==> src/rtl/spi_pkg.sv <==
// spi_pkg: SPI mode encodings, slave state enum and edge-role helper
package spi_pkg;
    typedef enum logic [1:0] {
        MODE0 = 2'b00,
        MODE1 = 2'b01,
        MODE2 = 2'b10,
        MODE3 = 2'b11
    } spi_mode_e;
    typedef enum logic {
        IDLE   = 1'b0,
        ACTIVE = 1'b1
    } state_e;
    // modes 0 and 3 sample mosi on the rising sck edge, modes 1 and 2 on the falling one
    function automatic logic sample_on_rise(input spi_mode_e m);
        return (m == MODE0) || (m == MODE3);
    endfunction
endpackage

==> src/rtl/spi_sync.sv <==
// spi_sync: N-stage synchroniser with one extra registered copy for change detection
module spi_sync #(
    parameter int N       = 2,
    parameter bit RST_VAL = 1'b0
) (
    input  logic clk,
    input  logic rst,
    input  logic d_i,
    output logic q_o,
    output logic chg_o
);
    logic [N:0] sync_q;
    always_ff @(posedge clk) begin
        if (rst) sync_q <= {(N+1){RST_VAL}};
        else     sync_q <= {sync_q[N-1:0], d_i};
    end
    // rise = chg_o & q_o, fall = chg_o & ~q_o
    assign q_o   = sync_q[N-1];
    assign chg_o = sync_q[N-1] ^ sync_q[N];
endmodule

==> src/rtl/spi_slave_param.sv <==
// spi_slave_param: parametrised SPI slave with TX holding register, RX strobe and error flags
module spi_slave_param
    import spi_pkg::*;
#(
    parameter int DATA_W      = 8,
    parameter bit CPOL        = 1'b0,
    parameter bit CPHA        = 1'b0,
    parameter bit MSB_FIRST   = 1'b1,
    parameter int SYNC_STAGES = 2
) (
    input  logic              clk,
    input  logic              rst,
    input  logic              sck,
    input  logic              cs,
    input  logic              mosi,
    output logic              miso,
    input  logic [DATA_W-1:0] tx_data,
    input  logic              tx_valid,
    output logic              tx_ready,
    output logic [DATA_W-1:0] rx_data,
    output logic              rx_valid,
    output logic              frame_err,
    output logic              tx_underrun
);
    localparam int        CW        = $clog2(DATA_W);
    localparam spi_mode_e MODE      = spi_mode_e'({CPOL, CPHA});
    localparam logic      SAMPLE_HI = sample_on_rise(MODE);

    function automatic logic out_bit(input logic [DATA_W-1:0] v);
        return MSB_FIRST ? v[DATA_W-1] : v[0];
    endfunction

    logic sck_s, sck_chg, cs_s, cs_chg, mosi_s;
    logic [SYNC_STAGES-1:0] mosi_q;
    state_e state_q, state_d;
    logic [CW-1:0] cnt_q, cnt_d;
    logic [DATA_W-1:0] rx_sh_q, rx_sh_d, rx_data_q, rx_data_d;
    logic [DATA_W-1:0] tx_sh_q, tx_sh_d, hold_q, hold_d;
    logic hold_full_q, hold_full_d, miso_q, miso_d;
    logic rx_valid_q, rx_valid_d, frame_err_q, frame_err_d, underrun_q, underrun_d;
    logic run, sample, shift, last, load, wr;

    spi_sync #(.N(SYNC_STAGES), .RST_VAL(CPOL)) u_sck (
        .clk(clk), .rst(rst), .d_i(sck), .q_o(sck_s), .chg_o(sck_chg)
    );
    // cs resets low so a master already holding cs low at reset release is not seen as a new fall
    spi_sync #(.N(SYNC_STAGES), .RST_VAL(1'b0)) u_cs (
        .clk(clk), .rst(rst), .d_i(cs), .q_o(cs_s), .chg_o(cs_chg)
    );

    always_ff @(posedge clk) begin
        if (rst) mosi_q <= '0;
        else     mosi_q <= {mosi_q[SYNC_STAGES-2:0], mosi};
    end
    assign mosi_s = mosi_q[SYNC_STAGES-1];

    always_comb begin
        run         = (state_q == ACTIVE) && !cs_chg;
        sample      = run && sck_chg && (sck_s == SAMPLE_HI);
        // with CPHA=0 the trailing edge right after a word boundary must keep the freshly loaded MSB
        shift       = run && sck_chg && (sck_s != SAMPLE_HI) && (CPHA || cnt_q != '0);
        last        = cnt_q == CW'(DATA_W - 1);
        load        = ((state_q == IDLE) && cs_chg && !cs_s) || (sample && last);
        wr          = tx_valid && !hold_full_q;
        state_d     = (state_q == IDLE) ? ((cs_chg && !cs_s) ? ACTIVE : IDLE)
                                        : ((cs_chg && cs_s) ? IDLE : ACTIVE);
        frame_err_d = (state_q == ACTIVE) && cs_chg && cs_s && (cnt_q != '0);
        cnt_d       = (state_d == IDLE) ? '0 : sample ? (last ? '0 : cnt_q + 1'b1) : cnt_q;
        rx_sh_d     = !sample ? rx_sh_q : MSB_FIRST ? {rx_sh_q[DATA_W-2:0], mosi_s}
                                                    : {mosi_s, rx_sh_q[DATA_W-1:1]};
        rx_valid_d  = sample && last;
        rx_data_d   = rx_valid_d ? rx_sh_d : rx_data_q;
        underrun_d  = load && !hold_full_q;
        tx_sh_d     = load ? (hold_full_q ? hold_q : '0)
                    : !shift ? tx_sh_q
                    : MSB_FIRST ? {tx_sh_q[DATA_W-2:0], 1'b0} : {1'b0, tx_sh_q[DATA_W-1:1]};
        hold_d      = wr ? tx_data : hold_q;
        hold_full_d = wr || (hold_full_q && !load);
        miso_d      = (state_d == IDLE) ? 1'b0
                    : CPHA ? (shift ? out_bit(tx_sh_q) : miso_q) : out_bit(tx_sh_d);
    end

    always_ff @(posedge clk) begin
        if (rst) begin
            state_q     <= IDLE;
            cnt_q       <= '0;
            rx_sh_q     <= '0;
            rx_data_q   <= '0;
            tx_sh_q     <= '0;
            hold_q      <= '0;
            hold_full_q <= 1'b0;
            miso_q      <= 1'b0;
            rx_valid_q  <= 1'b0;
            frame_err_q <= 1'b0;
            underrun_q  <= 1'b0;
        end else begin
            state_q     <= state_d;
            cnt_q       <= cnt_d;
            rx_sh_q     <= rx_sh_d;
            rx_data_q   <= rx_data_d;
            tx_sh_q     <= tx_sh_d;
            hold_q      <= hold_d;
            hold_full_q <= hold_full_d;
            miso_q      <= miso_d;
            rx_valid_q  <= rx_valid_d;
            frame_err_q <= frame_err_d;
            underrun_q  <= underrun_d;
        end
    end

    assign miso        = miso_q;
    assign tx_ready    = !hold_full_q;
    assign rx_data     = rx_data_q;
    assign rx_valid    = rx_valid_q;
    assign frame_err   = frame_err_q;
    assign tx_underrun = underrun_q;
endmodule

==> config.mk <==
export PLATFORM = sky130hd
export DESIGN_NAME = spi_slave_param
export DESIGN_NICKNAME = d
export VERILOG_FILES = /design/src/rtl/spi_pkg.sv /design/src/rtl/spi_sync.sv /design/src/rtl/spi_slave_param.sv
export SDC_FILE = /design/constraint.sdc
export NUM_CORES = 1
export LEC_CHECK = 0
export BUFFER_PORTS_ARGS = -buffer_cell sky130_fd_sc_hd__buf_2
export CAP_MARGIN = 20
export CORE_MARGIN = 2
export CORE_UTILIZATION = 55
export DETAILED_ROUTE_END_ITERATION = 8
export PLACE_DENSITY_LB_ADDON = 0.08
export SETUP_SLACK_MARGIN = 0.05
export SLEW_MARGIN = 20
export SYNTH_ARGS = -nofsm -noshare
export SYNTH_HDL_FRONTEND = slang
export SYNTH_SLANG_ARGS = --single-unit
==> constraint.sdc <==
create_clock -name clk -period 2 [get_ports clk]
set_input_delay 0.5 -clock clk [delete_from_list [all_inputs] [get_ports clk]]
set_output_delay 0.5 -clock clk [all_outputs]
set_load 0.02 [all_outputs]
# Yosys cells after proc, flatten, opt, wreduce, memory -nomap -nowiden
# Cells that the tools add are included.
# classes
addsub	1
n_eq_ne	1
mux	8
n_bitwise	5
reduce_logical	25
# op_table
operator	n
$mux W8	4
$logic_and A1 B1 Y1	16
$logic_not A1 Y1	4
$add A3 B1 Y3 const B	1
$eq A3 B3 Y1 const B	1
$mux W1	3
$mux W3	1
$not A1 Y1	3
$reduce_bool A3 Y1	1
$logic_or A1 B1 Y1	2
$reduce_bool A2 Y1	1
$reduce_or A2 Y1	1
$xor A1 B1 Y1	2
# totals
regBits	49
output_inout_bits	13
word_cells	55

# Depth between registers and ports, before layout
# logic_depth
ltp_word	10
ltp_mapped	8
ltp_nobuf	6

# Hierarchy
# A second synthesis with hierarchy kept.
# hier_totals
hier_cells	197
area_unflattened_um2	1830.5
# by_module_without_submodules
module	instances	cells_per_inst	area_each_um2	seq_area_each_um2
spi_slave_param	1	183	1655.3	840.8
spi_sync	2	7	87.6	60.1

# Worst setup path before layout
# Ideal clock, no wire load.
# synth_timing
kind	reg-to-reg
start	register cnt_q[0]
end	register rx_data_q[0] (netlist: rx_data[0])
t_arrival_ns	1.397
required_ns	1.872
slack_ns	0.475
path_stages_with_launch	7
n_path_buf	0
period_less_slack_ns	1.525
path_cell_list	dfxtp_1 -> ha_1 -> ha_1 -> nand4b_1 -> nor2_2 -> mux2i_1 -> nor2_1
# synth_via
elab_chain_cells	2
# synth_rtl
element	line_no	text
start: declaration	spi_slave_param.sv:36	logic [CW-1:0] cnt_q, cnt_d;
start signal: assignment	spi_slave_param.sv:98	cnt_q <= cnt_d;
$eq A3 B3 Y1	spi_slave_param.sv:62	last = cnt_q == CW'(DATA_W - 1);
$logic_and A1 B1 Y1	spi_slave_param.sv:71	rx_valid_d = sample && last;
end signal: assignment	spi_slave_param.sv:100	rx_data_q <= rx_data_d;
end: declaration	spi_slave_param.sv:37	logic [DATA_W-1:0] rx_sh_q, rx_sh_d, rx_data_q, rx_data_d;
# No other way between the ends.
# A chain may end at the register's enable or synchronous reset.

# Final worst setup path
# layout_timing
start	register hold_full_q
end	output tx_ready
# layout_via
elab_chain_cells	1
# layout_rtl
element	line_no	text
start: declaration	spi_slave_param.sv:39	logic hold_full_q, hold_full_d, miso_q, miso_d;
start signal: assignment	spi_slave_param.sv:103	hold_full_q <= hold_full_d;
$logic_not A1 Y1	spi_slave_param.sv:112	assign tx_ready = !hold_full_q;
end: declaration	spi_slave_param.sv:19	output logic tx_ready,
# No other way between the ends.

==> metrics.md <==
| Metric | Value |
|---|---|
| Chip Height | `61.1 um` |
| Max Slew Vio Count | `0` |
| RSZ-0062 raised after global routing | `no` |
| Vias/cell | `5.09` |
| Register-to-Register Path Depth | `7` |
| Number of global-route vias before repair | `1169` |
| Final antenna-violating net count | `0` |
| Register Area | `961 um^2` |
| R2r endpoint | `miso` |
| Fin crit period | `1710 ps` |
| Die Width | `61.1 um` |
| Synth area leader | `dfxtp_1` |
| Area of the multi-input gates | `756 um^2` |
| Max Cap Viol | `0` |
| Global-route wire length before repair | `5.11 mm` |
| Worst EP arrival | `1210 ps` |
| RR Startpoint | `cnt_q[0]` |
| P&R area growth vs syn | `11.8%` |
| Outcome | `finished clean` |
| Post-Syn Instances | `179` |
| DR pass1 iterations | `4` |
| Sequential share of the synthesized area | `53.5%` |
| Flop and latch count out of synthesis | `48` |
| Routed vias | `1278` |
| CTS H-Tree Depth | `2` |
| Most common library cells after synthesis | `48 x dfxtp_1, 24 x mux2i_1, 19 x nor2_1` |
| FFs w/ async S/R, synth | `0%` |
| Synth Warn # | `0` |
| Max Freq | `585 MHz` |
| Core ar. | `3080 um^2` |
| Total Die Area | `3740 um^2` |
| Clock slew at reported path FFs | `130 ps` |
| Rows | `20` |
| Most common cell in the netlist | `dfxtp_1` |
| Crit end category | `output port` |
| Worst Path Max Fanout | `12` |
| CTS tree | `built` |
| Critical path required time | `1500 ps` |
| Worst-Margin Slew | `between 500 and 600 ps` |
| Worst Skew | `3.39 ps` |
| Slew headroom | `63.0%` |
| Final core occ | `65.2%` |
| Peak supply drop | `0.744 mV` |
| CTS resizes | `0` |
| Hold_buf cts | `0` |
| Hold_ws | `330 ps` |
| Crit path kind | `flop to output port` |
| Top Ports | `27` |
| Hold Crit Class | `primary input to flop` |
| Reg2reg setup slack | `320 ps` |
| Overflow after GRT | `0` |
| Setup_tns | `0 ps` |
| # DRC | `0` |
| Final worst-path cycle share | `85.5%` |
| Synth cell types | `27` |
| Initial Util | `58.3%` |
| Detailed placer's ending HPWL | `2.15 mm` |
| EDFF count, synth | `0` |
| DR iter-0 viols | `32` |
| Fin. Hold Viols | `0` |
| Top FF cell, synth | `dfxtp_1` |
| Pwr Density | `752 nW/um^2` |
| CTS Buf Count | `5` |
| Layout cells sized above 1 | `19.8%` |
| Port Buffers | `26` |
| Top cells by area, synth | `dfxtp_1 54%, mux2i_1 13%, a21oi_1 5.0%` |
| Bufs on Longest Clock Path | `2` |
| Leakage power | `about 0.00094 uW` |
| Root buf cell | `clkbuf_4` |
| GP Congestion | `0.795` |
| Antenna fix cells | `0` |
| Post-CTS Setup Bufs | `0` |
| Last element of the critical path | `tx_ready` |
| GRT Util Overall | `19.1%` |
| Synth Cell Area | `1800 um^2` |
| Skew-Pair Late Insertion Delay | `roughly 360 ps` |
| Crit path launch type | `flop` |
| Filler cells | `about 270` |
| Syn Area/Cell | `between 10 and 15 um^2` |
| Worst Setup SP | `hold_full_q` |
| Mapped Nets | `between 150 and 200` |
| Routed len/inst | `between 10 and 15 um` |
| DRT Wirelength | `3.05 mm` |
| Clock sinks | `48` |
| Final setup viols | `0` |
| Area share of the largest cell type after synthesis | `53.5%` |
| Nets | `223` |
| Hold Path Origin | `rst` |
| Initial antenna violation count | `0` |
| Largest net degree at the start of global routing | `42` |
## cell families (layout without fill, tap and decap cells)
group,after synthesis,count (layout),share of synthesized area [%]
fa+ha+maj,4,4,2.65
flops,48,48,53.5
xor+xnor,2,2,0.976
buf+inv,15,43,4.39
simple gates,59,59,16.3
compound gates,27,27,8.78
mux,24,24,13.4
## registers in the layout (all words and copies together), names as in the netlist, 2 cells and up
register	count
rx_data	8
u_sck.sync_q	3
tx_sh_q	8
u_cs.sync_q	3
hold_q	8
cnt_q	3
rx_sh_q	7
mosi_q	2
## report_power, final
part	internal, uW	total, uW	switching [uW]
Combinational	33.5	79.7	46.2
Clock	135	430	295
Sequential	980	998	18.4
## through the flow
| stage | power (uW) | area [um^2] | setup slack (ps) | cells |
|---|---|---|---|---|
| final | 1510 | 2010 | 290 | 251 |
| after global routing | 1580 | 2010 | 195 | 251 |
| after CTS | 1530 | 2010 | 264 | 251 |
| after detailed placement | 1100 | 1950 | 350 | 243 |
| after global placement | 1100 | 1950 | 456 | 243 |
| after floorplan | 1070 | 1800 | 475 | 179 |
## layout make-up
cell class                 instances  share of cell area (%)
tap                               44                    2.74
multi-input combinational        116                    37.7
inverter                           5                   0.935
timing repair buffer              30                    7.98
clock inverter                     3                   0.935
clock buffer                       5                    1.87
sequential                        48                    47.9
## routing by layer
| metal | up-vias | GRT usage (%) | wire, um |
|---|---|---|---|
| met4 | 0 | 8.39 | 56 |
| met2 | 22 | 29.0 | 1350 |
| met1 | 593 | 24.6 | 1520 |
| li1 | 658 | - | - |
| met3 | 5 | 6.93 | 120 |
| met5 | - | 0 | 0 |
## cell usage in the layout, fill, tap and decap left out, drive strengths merged, types with 2 or more instances in the layout
| cell type | n |
|---|---|
| nand2b | 2 |
| clkbuf | 5 |
| nor2 | 20 |
| clkinv | 3 |
| inv | 5 |
| nand2 | 18 |
| buf | 30 |
| mux2i | 24 |
| ha | 3 |
| nand4b | 2 |
| dfxtp | 48 |
| nor3 | 2 |
| a211oi | 8 |
| a21oi | 18 |
| nor2b | 9 |
## how the worst min path moves through the flow
stage          cells after the start             end  slack [ps]
4_1_cts                            2  u_cs.sync_q[2]         320
5_1_grt                            2  u_cs.sync_q[2]         310
2_1_floorplan                      1       mosi_q[1]         410
3_3_place_gp                       1       mosi_q[1]         420
3_5_place_dp                       1       mosi_q[1]         420
6_report                           2  u_cs.sync_q[2]         330
## worst max-delay path, cell delays in order, from the launching register on
cell and delay (ps):
dfxtp_1 580, inv_1 100, buf_2 170
Note: power is estimated with default switching activity, not from simulation.
